==> config.mk <==
export PLATFORM = sky130hd
export DESIGN_NAME = pa_cp0_lsu_req_arb
export DESIGN_NICKNAME = d
export VERILOG_FILES = /design/src/rtl/pa_cp0_pkg.sv /design/src/rtl/pa_cp0_rr_pick.sv /design/src/rtl/pa_cp0_lsu_req_arb.sv
export SDC_FILE = /design/constraint.sdc
export NUM_CORES = 1
export LEC_CHECK = 0
export ABC_AREA = 0
export CAP_MARGIN = 20
export CORE_MARGIN = 4
export CORE_UTILIZATION = 50
export DETAILED_ROUTE_END_ITERATION = 8
export PLACE_DENSITY = 0.76
export SLEW_MARGIN = 40
export SYNTH_ARGS = -nofsm -noshare
export SYNTH_HDL_FRONTEND = slang
export SYNTH_SLANG_ARGS = --single-unit
==> constraint.sdc <==
create_clock -name forever_cpuclk -period 4.1 [get_ports forever_cpuclk]
set_clock_uncertainty 0.15 [all_clocks]
set_input_delay 0.82 -clock forever_cpuclk [delete_from_list [all_inputs] [get_ports forever_cpuclk]]
set_output_delay 0.82 -clock forever_cpuclk [all_outputs]
set_load 0.01 [all_outputs]
==> src/rtl/pa_cp0_pkg.sv <==
// Shared definitions for the CP0 LSU drain-request arbiter.
// This covers the FSM encodings and the requester slot indices.
package pa_cp0_pkg;

    typedef enum logic [1:0] {
        ST_IDLE = 2'b00,
        ST_REQ  = 2'b01,
        ST_GAP  = 2'b11
    } arb_state_e;

    localparam int unsigned REQ_LPMD  = 32'd0;
    localparam int unsigned REQ_SRST  = 32'd1;
    localparam int unsigned REQ_FENCE = 32'd2;
    localparam int unsigned REQ_SYNC  = 32'd3;

endpackage

==> src/rtl/pa_cp0_rr_pick.sv <==
// Combinational round-robin find-first.
// The search starts one slot above ptr and wraps around.
module pa_cp0_rr_pick #(
    parameter int unsigned NUM_REQ = 4,
    parameter int unsigned IW      = (NUM_REQ > 1) ? $clog2(NUM_REQ) : 1
) (
    input  logic [NUM_REQ-1:0] req,
    input  logic [IW-1:0]      ptr,
    output logic [NUM_REQ-1:0] win_onehot,
    output logic [IW-1:0]      win_idx,
    output logic               any
);

    logic [IW-1:0] pos_s;
    logic          hit_s;

    // Walk the slots from ptr+1 with wrap; the first set bit wins.
    always_comb begin
        win_onehot = '0;
        win_idx    = '0;
        any        = 1'b0;
        pos_s      = '0;
        hit_s      = 1'b0;
        for (int k = 1; k <= int'(NUM_REQ); k++) begin
            pos_s             = IW'((int'(ptr) + k) % int'(NUM_REQ));
            hit_s             = !any && req[pos_s];
            win_onehot[pos_s] = win_onehot[pos_s] | hit_s;
            win_idx           = hit_s ? pos_s : win_idx;
            any               = any | hit_s;
        end
    end

endmodule

==> src/rtl/pa_cp0_lsu_req_arb.sv <==
// Arbitrates the CP0 drain requesters (lpmd, srst, fence, sync) onto the single LSU fence/sync channel.
// It runs a round-robin grant, handles the ack handshake with an idle gap, and flags a missing ack.
module pa_cp0_lsu_req_arb #(
    parameter int unsigned         NUM_REQ    = 4,
    parameter logic [NUM_REQ-1:0]  FLUSH_MASK = 4'b1101,
    parameter int unsigned         TIMEOUT    = 1023,
    parameter int unsigned         TO_W       = 10
) (
    input  logic               forever_cpuclk,
    input  logic               cpurst,
    input  logic [NUM_REQ-1:0] req_vld,
    input  logic [NUM_REQ-1:0] req_is_fence,
    input  logic               rtu_yy_xx_flush,
    input  logic               lsu_cp0_fence_ack,
    input  logic               lsu_cp0_sync_ack,
    output logic               cp0_lsu_fence_req,
    output logic               cp0_lsu_sync_req,
    output logic [NUM_REQ-1:0] req_gnt,
    output logic [NUM_REQ-1:0] req_ack,
    output logic               arb_busy,
    output logic               arb_clk_en,
    output logic               arb_timeout,
    output logic [1:0]         arb_cur_state
);

    import pa_cp0_pkg::*;

    localparam int unsigned IW      = (NUM_REQ > 1) ? $clog2(NUM_REQ) : 1;
    localparam logic [TO_W-1:0] CNT_MAX = {TO_W{1'b1}};
    localparam logic [TO_W-1:0] TO_HIT  = TO_W'(TIMEOUT - 32'd1);

    arb_state_e         state_r;
    arb_state_e         next_state_s;
    logic [NUM_REQ-1:0] gnt_r;
    logic               typ_r;
    logic [IW-1:0]      rr_ptr_r;
    logic [TO_W-1:0]    cnt_r;
    logic               timeout_r;

    logic [NUM_REQ-1:0] pick_req_s;
    logic [NUM_REQ-1:0] win_onehot_s;
    logic [IW-1:0]      win_idx_s;
    logic               any_s;
    logic               load_s;
    logic               ack_match_s;
    logic               flush_drop_s;
    logic               abandon_s;
    logic               to_hit_s;

    // A flush in the pick cycle keeps flushable requesters out of the arbitration.
    assign pick_req_s = req_vld & ~(rtu_yy_xx_flush ? FLUSH_MASK : {NUM_REQ{1'b0}});

    pa_cp0_rr_pick #(
        .NUM_REQ (NUM_REQ),
        .IW      (IW)
    ) u_rr_pick (
        .req        (pick_req_s),
        .ptr        (rr_ptr_r),
        .win_onehot (win_onehot_s),
        .win_idx    (win_idx_s),
        .any        (any_s)
    );

    assign load_s       = (state_r == ST_IDLE) && any_s;
    assign ack_match_s  = typ_r ? lsu_cp0_fence_ack : lsu_cp0_sync_ack;
    assign flush_drop_s = rtu_yy_xx_flush && |(gnt_r & FLUSH_MASK);
    assign abandon_s    = ~|(req_vld & gnt_r);
    assign to_hit_s     = (state_r == ST_REQ) && (cnt_r >= TO_HIT);

    // State register.
    always_ff @(posedge forever_cpuclk or posedge cpurst) begin
        if (cpurst) begin
            state_r <= ST_IDLE;
        end else begin
            state_r <= next_state_s;
        end
    end

    // Next-state and ack decode; a matching ack outranks flush and abandon.
    always_comb begin
        next_state_s = state_r;
        req_ack      = '0;
        case (state_r)
            ST_IDLE: begin
                if (any_s) begin
                    next_state_s = ST_REQ;
                end else begin
                    next_state_s = ST_IDLE;
                end
            end
            ST_REQ: begin
                if (ack_match_s) begin
                    req_ack      = gnt_r;
                    next_state_s = ST_GAP;
                end else if (flush_drop_s || abandon_s) begin
                    next_state_s = ST_GAP;
                end else begin
                    next_state_s = ST_REQ;
                end
            end
            ST_GAP:  next_state_s = ST_IDLE;
            default: next_state_s = ST_IDLE;
        endcase
    end

    // Grant, request type and round-robin pointer, all loaded together on a pick.
    always_ff @(posedge forever_cpuclk or posedge cpurst) begin
        if (cpurst) begin
            gnt_r    <= '0;
            typ_r    <= 1'b0;
            rr_ptr_r <= IW'(NUM_REQ - 32'd1);
        end else if (load_s) begin
            gnt_r    <= win_onehot_s;
            typ_r    <= req_is_fence[win_idx_s];
            rr_ptr_r <= win_idx_s;
        end else if (next_state_s != ST_REQ) begin
            gnt_r    <= '0;
            typ_r    <= typ_r;
            rr_ptr_r <= rr_ptr_r;
        end else begin
            gnt_r    <= gnt_r;
            typ_r    <= typ_r;
            rr_ptr_r <= rr_ptr_r;
        end
    end

    // Saturating count of REQ cycles, restarted on every new grant.
    always_ff @(posedge forever_cpuclk or posedge cpurst) begin
        if (cpurst) begin
            cnt_r <= '0;
        end else if (load_s) begin
            cnt_r <= '0;
        end else if ((state_r == ST_REQ) && (cnt_r != CNT_MAX)) begin
            cnt_r <= cnt_r + 1'b1;
        end else begin
            cnt_r <= cnt_r;
        end
    end

    // Sticky missing-ack flag; it only reports and never aborts the request.
    always_ff @(posedge forever_cpuclk or posedge cpurst) begin
        if (cpurst) begin
            timeout_r <= 1'b0;
        end else if (rtu_yy_xx_flush) begin
            timeout_r <= 1'b0;
        end else if (to_hit_s) begin
            timeout_r <= 1'b1;
        end else begin
            timeout_r <= timeout_r;
        end
    end

    assign cp0_lsu_fence_req = (state_r == ST_REQ) &&  typ_r;
    assign cp0_lsu_sync_req  = (state_r == ST_REQ) && !typ_r;
    assign req_gnt           = gnt_r;
    assign arb_busy          = (state_r != ST_IDLE);
    assign arb_clk_en        = (|req_vld) | arb_busy;
    assign arb_timeout       = timeout_r;
    assign arb_cur_state     = state_r;

endmodule

# After elaboration in Yosys (flattened, before gate mapping)
# Index checks and enable logic that the tools add are counted.
[word_totals]
regBits = 20
mem_bits_rw = 0
out_inout_bits = 15
elab_cells = 110
latch_bits = 0
memories = 0
inputBits = 13
mem_bits_ro = 0
[op_classes]
bitwise = 12
div = 0
shift = 0
multipliers = 0
reduce_logical = 27
n_eq_ne = 3
n_mux = 47
n_addsub = 5
order_cmp = 10
[ops]
columns = ["operator", "count"]
rows = [
  ["$mux W10", 2],
  ["$mux W4", 5],
  ["$bmux W1 S2", 9],
  ["$mux W1", 17],
  ["$lt A2 B3 Y1 const B", 5],
  ["$logic_and A1 B1 Y1", 13],
  ["$and A4 B4 Y4", 3],
  ["$bwmux W4", 3],
  ["$mux W2", 6],
  ["$add A10 B1 Y10 const B", 1],
  ["$ge A10 B10 Y1 const B", 1],
  ["$ne A10 B10 Y1 const B", 1],
  ["$demux W1 S2", 4],
  ["$ge A2 B1 Y1 const B", 4],
  ["$or A1 B1 Y1", 8],
  ["$reduce_bool A2 Y1", 4],
  ["$reduce_or A4 Y1", 2],
  ["$logic_not A1 Y1", 5],
  ["$add A2 B1 Y2 const B", 2],
  ["$add A2 B2 Y2 const B", 2],
  ["$not A4 Y4", 1],
  ["$pmux W2 S2", 1],
  ["$reduce_or A3 Y1", 1],
  ["$eq A2 B1 Y1 const B", 1],
  ["other kinds (3)", 3],
]

# Depth between registers and ports, before layout
# Gate-level depths: netlist of run 1.
[logic_depth]
depth_word = 20
depth_mapped = 12
depth_no_buf = 10

# Cells and area by module
# A second synthesis of run 1 with hierarchy kept.
[unflattened]
cells_unflattened = 203
area_unflattened_um2 = 1824.2
[modules_own_cells]
columns = ["mod", "n_inst", "area_per_inst_um2", "seq_area_each_um2", "cells_per_inst"]
rows = [
  ["pa_cp0_lsu_req_arb", 1, 1148.6, 503.0, 118],
  ["pa_cp0_rr_pick", 1, 675.6, 0.0, 85],
]

# Worst setup path after synthesis of run 1
# No wires, ideal clock.
[synth_timing]
path_type = "register to register"
from = "reg rr_ptr_r[1]"
to = "reg gnt_r[0], in the netlist req_gnt[0]"
arrival_time_ps = 2670
period_less_slack_ps = 2956
stages_incl_launch_ff = 11
t_required_ps = 3814
setup_ps = 136
path_buffers = 1
slack_ps = 1144
path_cell_list = "dfstp_2 buf_2 inv_1 ha_1 nand2b_1 o221ai_1 a21bo_2 a221oi_1 a2111oi_2 nor3_1 o31ai_1"
[synth_via]
elab_chain_len = 19
elab_cells_between_ends = 63
classes_between = "add/sub (4); order compare (8); eq/ne (1); mux (30); bitwise (8); reduce/logical (12)"
[synth_lines]
columns = ["element", "line", "rtl"]
rows = [
  ["start: declaration", "pa_cp0_lsu_req_arb.sv:36", "logic [IW-1:0] rr_ptr_r;"],
  ["start signal: assignment", "pa_cp0_lsu_req_arb.sv:111", "rr_ptr_r <= IW'(NUM_REQ - 32'd1);"],
  ["start signal: assignment", "pa_cp0_lsu_req_arb.sv:115", "rr_ptr_r <= win_idx_s;"],
  ["start signal: assignment", "pa_cp0_lsu_req_arb.sv:119", "rr_ptr_r <= rr_ptr_r;"],
  ["$add A2 B1 Y2", "pa_cp0_rr_pick.sv:25", "pos_s = IW'((int'(ptr) + k) % int'(NUM_REQ));"],
  ["$lt A2 B3 Y1 (implied by the code) or $ge A2 B1 Y1 (tied branches)", "pa_cp0_rr_pick.sv:27", "win_onehot[pos_s] = win_onehot[pos_s] | hit_s;"],
  ["$logic_and A1 B1 Y1 (implied by the code)", "pa_cp0_rr_pick.sv:27", ""],
  ["$mux W1 (implied by the code)", "pa_cp0_rr_pick.sv:27", ""],
  ["$demux W1 S2", "n/a", ""],
  ["$and A4 B4 Y4 (no source line)", "n/a", ""],
  ["$bmux W1 S2", "pa_cp0_rr_pick.sv:27", ""],
  ["$mux W1 (implied by the code)", "pa_cp0_rr_pick.sv:27", ""],
  ["[3 not listed]", "n/a", ""],
  ["$mux W1 (implied by the code)", "pa_cp0_rr_pick.sv:27", ""],
  ["$or A1 B1 Y1", "pa_cp0_rr_pick.sv:27", ""],
  ["$bwmux W4", "pa_cp0_rr_pick.sv:27", ""],
  ["$bmux W1 S2", "pa_cp0_rr_pick.sv:27", ""],
  ["$mux W1 (implied by the code)", "pa_cp0_rr_pick.sv:27", ""],
  ["$or A1 B1 Y1", "pa_cp0_rr_pick.sv:27", ""],
  ["$bwmux W4", "pa_cp0_rr_pick.sv:27", ""],
  ["$mux W4", "pa_cp0_lsu_req_arb.sv:112", "end else if (load_s) begin"],
  ["end signal: assignment", "pa_cp0_lsu_req_arb.sv:113", "gnt_r <= win_onehot_s;"],
  ["end signal: assignment", "pa_cp0_lsu_req_arb.sv:121", "gnt_r <= gnt_r;"],
  ["end: declaration", "pa_cp0_lsu_req_arb.sv:34", "logic [NUM_REQ-1:0] gnt_r;"],
]
# Parallel ways exist; a longest one is shown, timed or not. The select of a mux whose other input is x is not followed.
# A chain may end at the register's enable or synchronous reset.

# Final worst setup path of run 1
[layout_timing]
from = "in req_vld[1]"
to = "reg gnt_r[3], in the netlist req_gnt[3]"
[layout_via]
elab_chain_len = 18
elab_cells_between_ends = 44
classes_between = "eq/ne (1); mux (22); bitwise (10); reduce/logical (11)"
[layout_lines]
columns = ["element", "line", "rtl"]
rows = [
  ["start: declaration", "pa_cp0_lsu_req_arb.sv:11", "input logic [NUM_REQ-1:0] req_vld,"],
  ["$and A4 B4 Y4", "pa_cp0_lsu_req_arb.sv:51", "assign pick_req_s = req_vld & ~(rtu_yy_xx_flush ? FLUSH_MASK : {NUM_REQ{1'b0}});"],
  ["$bmux W1 S2", "pa_cp0_rr_pick.sv:26", "hit_s = !any && req[pos_s];"],
  ["$mux W1 (implied by the code)", "pa_cp0_rr_pick.sv:26", ""],
  ["$or A1 B1 Y1", "pa_cp0_rr_pick.sv:27", ""],
  ["$and A4 B4 Y4 (no source line)", "n/a", ""],
  ["$bmux W1 S2", "pa_cp0_rr_pick.sv:27", ""],
  ["$mux W1 (implied by the code)", "pa_cp0_rr_pick.sv:27", ""],
  ["$or A1 B1 Y1", "pa_cp0_rr_pick.sv:27", ""],
  ["[2 not listed]", "n/a", ""],
  ["$mux W1 (implied by the code)", "pa_cp0_rr_pick.sv:27", ""],
  ["$or A1 B1 Y1", "pa_cp0_rr_pick.sv:27", ""],
  ["$bwmux W4", "pa_cp0_rr_pick.sv:27", ""],
  ["$bmux W1 S2", "pa_cp0_rr_pick.sv:27", ""],
  ["$mux W1 (implied by the code)", "pa_cp0_rr_pick.sv:27", ""],
  ["$or A1 B1 Y1", "pa_cp0_rr_pick.sv:27", ""],
  ["$bwmux W4", "pa_cp0_rr_pick.sv:27", ""],
  ["$mux W4", "pa_cp0_lsu_req_arb.sv:112", ""],
]
# Parallel ways exist; a longest one is shown, timed or not. The select of a mux whose other input is x is not followed.

==> metrics.txt, run 1 <==
run status=finished, final reports clean; Crit Path Class=in -> reg; vias per inst=about 6.1; crit path capture type=flop; largest net degree at the start of global routing=22; cell internal pwr=0.000701 W; # resized after CTS=0; CTS Root Cell=clkbuf_4; count of final hold-check violations=0; Final Routed Wirelength=~4200 um; dpl hpwl=3230 um; CP max-delay cell=clkdlybuf4s50_1; WP data required=between 4 and 5 ns; Routed Antenna Nets=0; CP arrival=3.64 ns; layout cells sized above 1=8.60%; Finished Cell Area=2000 um^2; maximum clock rate=276 MHz; dpl cells=261; Worst Hold Class=reg -> reg; YS warnings=0; Via Count=1,622; sequential share of power=22.7%; Top Family by Delay on Critical Path=compound AO/OA/AOI/OAI gates; Slew headroom=55.5%; Layout area overhead=20.5%; DRC viols=0; Mapped Avg Cell Area=8.45 um^2; grt ovf=0; Comb power frac=70.4%; crit path max fanout=10; DR WL/cell=15.9 um; CTS Buf Count=3; Clock Tree Buf Depth=2; Final Non-Filler Cells=between 200 and 300; Clock power frac=6.9%; n_diodes=0; final setup vio count=0; GP Congestion=0.954; unrepaired setup endpoints after global routing=false; Worst-path clk slew=~0.1 ns; most common cell after layout, fill and taps aside=nor2_1; final period utilization=around nine tenths; Die H=65.6 um; Final min period=roughly 3.6 ns; CTS H-tree lvls=1; Compound-Gate Fraction of Synth Area=26.4%; CP max stage delay=0.73 ns; fillcell total=285; crit-path cells=clkdlybuf4s50_1, nor2_1, a21o_1, o221ai_1, a21bo_2, a221oi_1, a2111oi_2, nor3_1, o31ai_1; Worst Max-Slew Pin Slew=~0.67 ns; post-CTS repair timing setup buffer count=0; area of the multi-input gates=1070 um^2; top_reg_cell synth=dfrtp_1; Net Count, Synth=around 220; die area=roughly 4300 um^2; largest family of logic cells by synthesized area=compound AO/OA/AOI/OAI gates; Synth Cell Area=1660 um^2; simple-gate share of the synthesized area=22.9%; All-Layer GR Usage=a little over 20%; Net Sw Frac=about half; post-synthesis mux area share=about 6.3%; DIE WIDTH=65.6 um; CTS tree=yes; total power=~0.0014 W; first-pass GRT wire length=about 7000 um; most frequent cells in the layout=29 x nor2_1, 27 x clkdlybuf4s50_1, 18 x dfrtp_1, 10 x nand2_1, 10 x a21oi_1; # nets final=about 240; EDFF count, synth=0; CP startpoint kind=primary input; P_sw=0.000706 W; Max Cap Violations=0; initial antenna violation count=0; starting density of the core=between 50% and 60%; maximum vdd ir drop=0.502 mV; Mapped Cells=196; PortBufs=27; Top Ports=28; Final TNS setup=0 ns; 1st-iter DRT viols=about 140; clk_lat worst skew=0.30 ns; Core Box Area=3100 um^2; Yosys reg bits=20; DP Area=1970 um^2; count of cell types in the netlist=50; Worst Path Buf+Inv=1; row count=20; pwr dens=just over 700 nW/um^2; RR Startpoint=rr_ptr_r[1]$_DFFE_PP1P_; FFs w/ async S/R, synth=100%; fin. max-slew vios=0; sequential element share of the synthesized area=30.4%; share of the core filled with cells=between 60 and 70%; min-delay src=arb_timeout$_DFFE_PP0P_; number of hold buffers added after cts=0; DRT Pass-1 Iters=4; post-synthesis adder-cell area fraction=4.53%; CTS sink cnt=20; Static Leak=0.827 nW; crit path from=req_vld[1]; number of global-route vias before repair=~1,500; Post-Synth XOR/XNOR Area=4.23%; FF/Latch Area=503 um^2
## cell usage after synthesis, types with 5 or more instances
master | instances | area, um^2
inv_1 | 10 | 37.5
dfrtp_1 | 18 | 450
nand3_1 | 5 | 25.0
nor2b_1 | 6 | 37.5
ha_1 | 6 | 75.1
mux2i_1 | 9 | 90.1
clkbuf_1 | 5 | 18.8
o31ai_1 | 6 | 45.0
nand4_1 | 5 | 31.3
nand2_1 | 10 | 37.5
nor2_1 | 29 | 109
xor2_1 | 6 | 52.6
a22oi_1 | 7 | 52.6
a21oi_1 | 10 | 50.1
## flip-flops by register name, summed over array words and instances (netlist names)
register       count
arb_cur_state      2
arb_timeout        1
cnt_r             10
req_gnt            4
rr_ptr_r           2
typ_r              1
## routing by layer
| layer | vias to the layer above | GRT usage, % | wire length [um] | share of wire, % |
|---|---|---|---|---|
| met5 | - | 0 | 0 | 0 |
| met4 | 0 | 7.25 | 61 | 1.5 |
| met3 | 8 | 1.54 | 258 | 6.1 |
| met2 | 68 | 33.1 | 1960 | 47 |
| met1 | 769 | 29.4 | 1930 | 46 |
| li1 | 777 | - | - | - |
## layout make-up
cell class	instances	share of cell area, %
multi-input cells	156	53.8
flip-flops and latches	20	25.2
repair buffers	31	15.0
well taps	44	2.76
inverters	10	1.88
clock buffers	4	1.32
## worst reg2reg max path: stages, from the launching register on
cell and delay [ns]:
dfstp_2 0.71, inv_1 0.20, ha_1 0.44, nand2b_1 0.11, o221ai_1 0.28, a21bo_2 0.31
a221oi_1 0.42, a2111oi_2 0.10, nor3_1 0.43, o31ai_1 0.16
## cell families (layout without fill, tap and decap cells)
group,count (synthesis),count (layout)
AO/OA/AOI/OAI,56,56
XOR/XNOR,8,8
adder cells (fa/ha/maj),6,6
buffers and inverters,20,45
flip-flops,20,20
multiplexers,10,10
AND/OR/NAND/NOR,76,76
## power groups by stage
stage / sequential, W / clock, W / combinational [W]
4_1_cts: 0.000319 / 0.0000970 / 0.000977
2_1_floorplan: 0.000306 / 0 / 0.000740
5_1_grt: 0.000327 / 0.000107 / 0.00108
3_3_place_gp: 0.000317 / 0 / 0.000949
3_5_place_dp: 0.000322 / 0 / 0.000973
6_report: 0.000319 / 0.0000968 / 0.000991
## worst paths after layout
check | to | slack, ns | cells after the start
hold / removal | arb_timeout$_DFFE_PP0P_ | 0.39 | 2
setup reg to reg | req_gnt[3]$_DFFE_PP0P_ | 0.67 | 9
hold reg to reg | arb_timeout$_DFFE_PP0P_ | 0.39 | 2
setup / recovery | req_gnt[3]$_DFFE_PP0P_ | 0.47 | 9
max in group asynchronous | rr_ptr_r[1]$_DFFE_PP1P_ | 2.79 | 2
min in group asynchronous | cnt_r[8]$_DFFE_PP0P_ | 0.67 | 2
## metrics by stage
stage | setup slack (ns) | hold WS (ns)
6_report | 0.473 | 0.386
5_1_grt | 0.304 | 0.431
4_1_cts | 0.574 | 0.394
3_5_place_dp | 0.260 | 0.369
3_3_place_gp | 0.426 | 0.350
2_1_floorplan | 1.14 | 0.348
No activity file was read; power rests on OpenSTA's default activity.
==> run 2, diff against run 1 <==
Settings changed: HOLD_SLACK_MARGIN from default to 0.12.
==> results of run 2 <==
The final DEF is identical to that of run 1; final timing and power are the same.
==> run 3, diff against run 2 <==
Settings changed: CTS_CLUSTER_SIZE from default to 20, RECOVER_POWER from default to 50, SKIP_CTS_REPAIR_TIMING from default to 1.
==> run 3 against run 2 <==
Compared with the run above:
- non-clock buffer count unchanged
- largest cell class unchanged
- wire length increased by 0.17%
- die area unchanged
==> metrics.txt, run 3 (synthesized netlist as in run 1, its figures left out) <==
Register-to-Register Path Depth=9 (unchanged); DRC viols=0 (unchanged); CTS tree=yes (unchanged); Final min period=3.70 ns (was 3.63 ns); Largest Register=cnt_r (unchanged); unrepaired setup endpoints after global routing=false (unchanged); Clock Tree Buf Depth=2 (unchanged); All-Layer GR Usage=20.7% (unchanged); 1st-iter DRT viols=138 (was 137); GP Congestion=0.954 (unchanged); Die H=65.6 um (unchanged); DP Area=1970 um^2 (unchanged); Crit path depth=9 (unchanged); maximum vdd ir drop=0.505 mV (was 0.502 mV); WP data required=4.11 ns (about the same); Top Family by Delay on Critical Path=compound AO/OA/AOI/OAI gates (unchanged); CP arrival=3.72 ns (was 3.64 ns); crit path from=rtu_yy_xx_flush (was req_vld[1]); Routed Antenna Nets=0 (unchanged); Final Non-Filler Cells=265 (unchanged); grt ovf=0 (unchanged); CP max-delay cell=dlygate4sd3_1 (was clkdlybuf4s50_1); clk_lat worst skew=0.30 ns (about the same); number of global-route vias before repair=1,524 (unchanged); DRT Pass-1 Iters=5 (was 4); worst r2r dst=req_gnt[3]$_DFFE_PP0P_ (unchanged); Final Routed Wirelength=4210 um (about the same); starting density of the core=53.4% (unchanged); crit path capture type=flop (unchanged); Slew headroom=50.0% (was 55.5%); row count=20 (unchanged); final period utilization=90.3% (was 88.5%); PortBufs=27 (unchanged); Crit Path Class=in -> reg (unchanged); # nets final=241 (unchanged); fin. max-slew vios=0 (unchanged); maximum clock rate=270 MHz (was 276 MHz); final setup vio count=0 (unchanged); Max Cap Violations=0 (unchanged); most frequent cells in the layout=29 x nor2_1, 19 x clkdlybuf4s50_1, 18 x dfrtp_1 (was 29 x nor2_1, 27 x clkdlybuf4s50_1, 18 x dfrtp_1, 10 x nand2_1, 10 x a21oi_1); Worst Max-Slew Pin Slew=0.749 ns (was 0.668 ns); R2R setup slack=0.63 ns (was 0.67 ns); dpl cells=261 (unchanged); Worst Hold Class=reg -> reg (unchanged); CTS Root Cell=clkbuf_4 (unchanged); CP max stage delay=0.65 ns (was 0.73 ns); Worst-path clk slew=0.10 ns (about the same); CTS sink cnt=20 (unchanged); Finished Cell Area=2000 um^2 (unchanged); DIE WIDTH=65.6 um (unchanged); initial antenna violation count=0 (unchanged); number of flip-flops in the largest register=10 (unchanged); largest net degree at the start of global routing=22 (unchanged); Final TNS setup=0 ns (unchanged); layout cells sized above 1=8.14% (was 8.60%); first-pass GRT wire length=7110 um (unchanged); share of the core filled with cells=64.3% (unchanged); vias per inst=6.13 (was 6.12); dpl hpwl=3230 um (unchanged); crit-path cells=dlygate4sd3_1, nand2b_1, a21o_1, o221ai_1, a21bo_2, a221oi_1, a2111oi_2, nor3_1, o31ai_1 (was clkdlybuf4s50_1, nor2_1, a21o_1, o221ai_1, a21bo_2, a221oi_1, a2111oi_2, nor3_1, o31ai_1); run status=finished, final reports clean (unchanged); most common cell after layout, fill and taps aside=nor2_1 (unchanged); RR Startpoint=rr_ptr_r[1]$_DFFE_PP1P_ (unchanged); CTS Buf Count=3 (unchanged); Via Count=1,624 (was 1,622); die area=4300 um^2 (unchanged); pwr dens=703 nW/um^2 (was 705 nW/um^2); Worst Path Buf+Inv=1 (unchanged); Layout area overhead=20.5% (unchanged); CTS H-tree lvls=1 (unchanged); Hold Worst Slack=0.381 ns (was 0.386 ns); CP startpoint kind=primary input (unchanged); Top Ports=28 (unchanged); count of final hold-check violations=0 (unchanged); Worst Setup EP=req_gnt[3]$_DFFE_PP0P_ (unchanged); n_diodes=0 (unchanged); crit path max fanout=8 (was 10); Static Leak=0.840 nW (was 0.827 nW); Core Box Area=3100 um^2 (unchanged); DR WL/cell=15.9 um (about the same)
-- run 3: changes by cell type in the layout (fill, tap and decap cells not counted), sizes merged --
cell           previous run  this run
clkdlybuf4s50            27        19
dlygate4sd3               0         8
-- run 3: through the flow --
step / power, W / worst slack [ns]
finish: 0.00140 / 0.397
global route: 0.00151 / 0.219
CTS: 0.00139 / 0.574
detailed placement: 0.00129 / 0.260
global placement: 0.00127 / 0.426
floorplan: 0.00105 / 1.14
-- run 3: per-layer routing --
layer | vias up | share of wire (%) | track usage [%] | routed length, um
met5 | - | 0 | 0 | 0
met4 | 0 | 1.5 | 7.25 | 63
met3 | 6 | 5.9 | 1.54 | 250
met2 | 68 | 45 | 33.1 | 1910
met1 | 772 | 47 | 29.4 | 1990
li1 | 778 | - | - | -
-- run 3: area by class of cell --
class,count,area (um^2)
sequential,20,503
inverter,10,37.5
clock buffer,4,26.3
timing repair buffer,31,300
tap,44,55.1
multi-input combinational,156,1070
fill,285,1110
-- run 3: report_power, final --
| part | internal [W] | total [W] | switching [W] |
|---|---|---|---|
| Combinational | 0.000403 | 0.000986 | 0.000583 |
| Clock | 0.0000379 | 0.0000967 | 0.0000588 |
| Sequential | 0.000255 | 0.000320 | 0.0000647 |
| Total | 0.000696 | 0.00140 | 0.000706 |
-- run 3: how the worst min path moves through the flow --
| stage | cells after the start | slack [ns] | from | end |
|---|---|---|---|---|
| after floorplan | 2 | 0.35 | cnt_r[4]$_DFFE_PP0P_ | cnt_r[4]$_DFFE_PP0P_ |
| after global placement | 2 | 0.35 | arb_timeout$_DFFE_PP0P_ | arb_timeout$_DFFE_PP0P_ |
| after detailed placement | 2 | 0.37 | arb_timeout$_DFFE_PP0P_ | arb_timeout$_DFFE_PP0P_ |
| after CTS | 2 | 0.39 | arb_timeout$_DFFE_PP0P_ | arb_timeout$_DFFE_PP0P_ |
| after global routing | 2 | 0.43 | cnt_r[7]$_DFFE_PP0P_ | cnt_r[7]$_DFFE_PP0P_ |
| final | 2 | 0.38 | arb_timeout$_DFFE_PP0P_ | arb_timeout$_DFFE_PP0P_ |
-- run 3: worst min-delay path, stage by stage (launching register included) --
cell	delay (ns)
dfrtp_1	0.37
a21oi_1	0.05
nor2_1	0.08
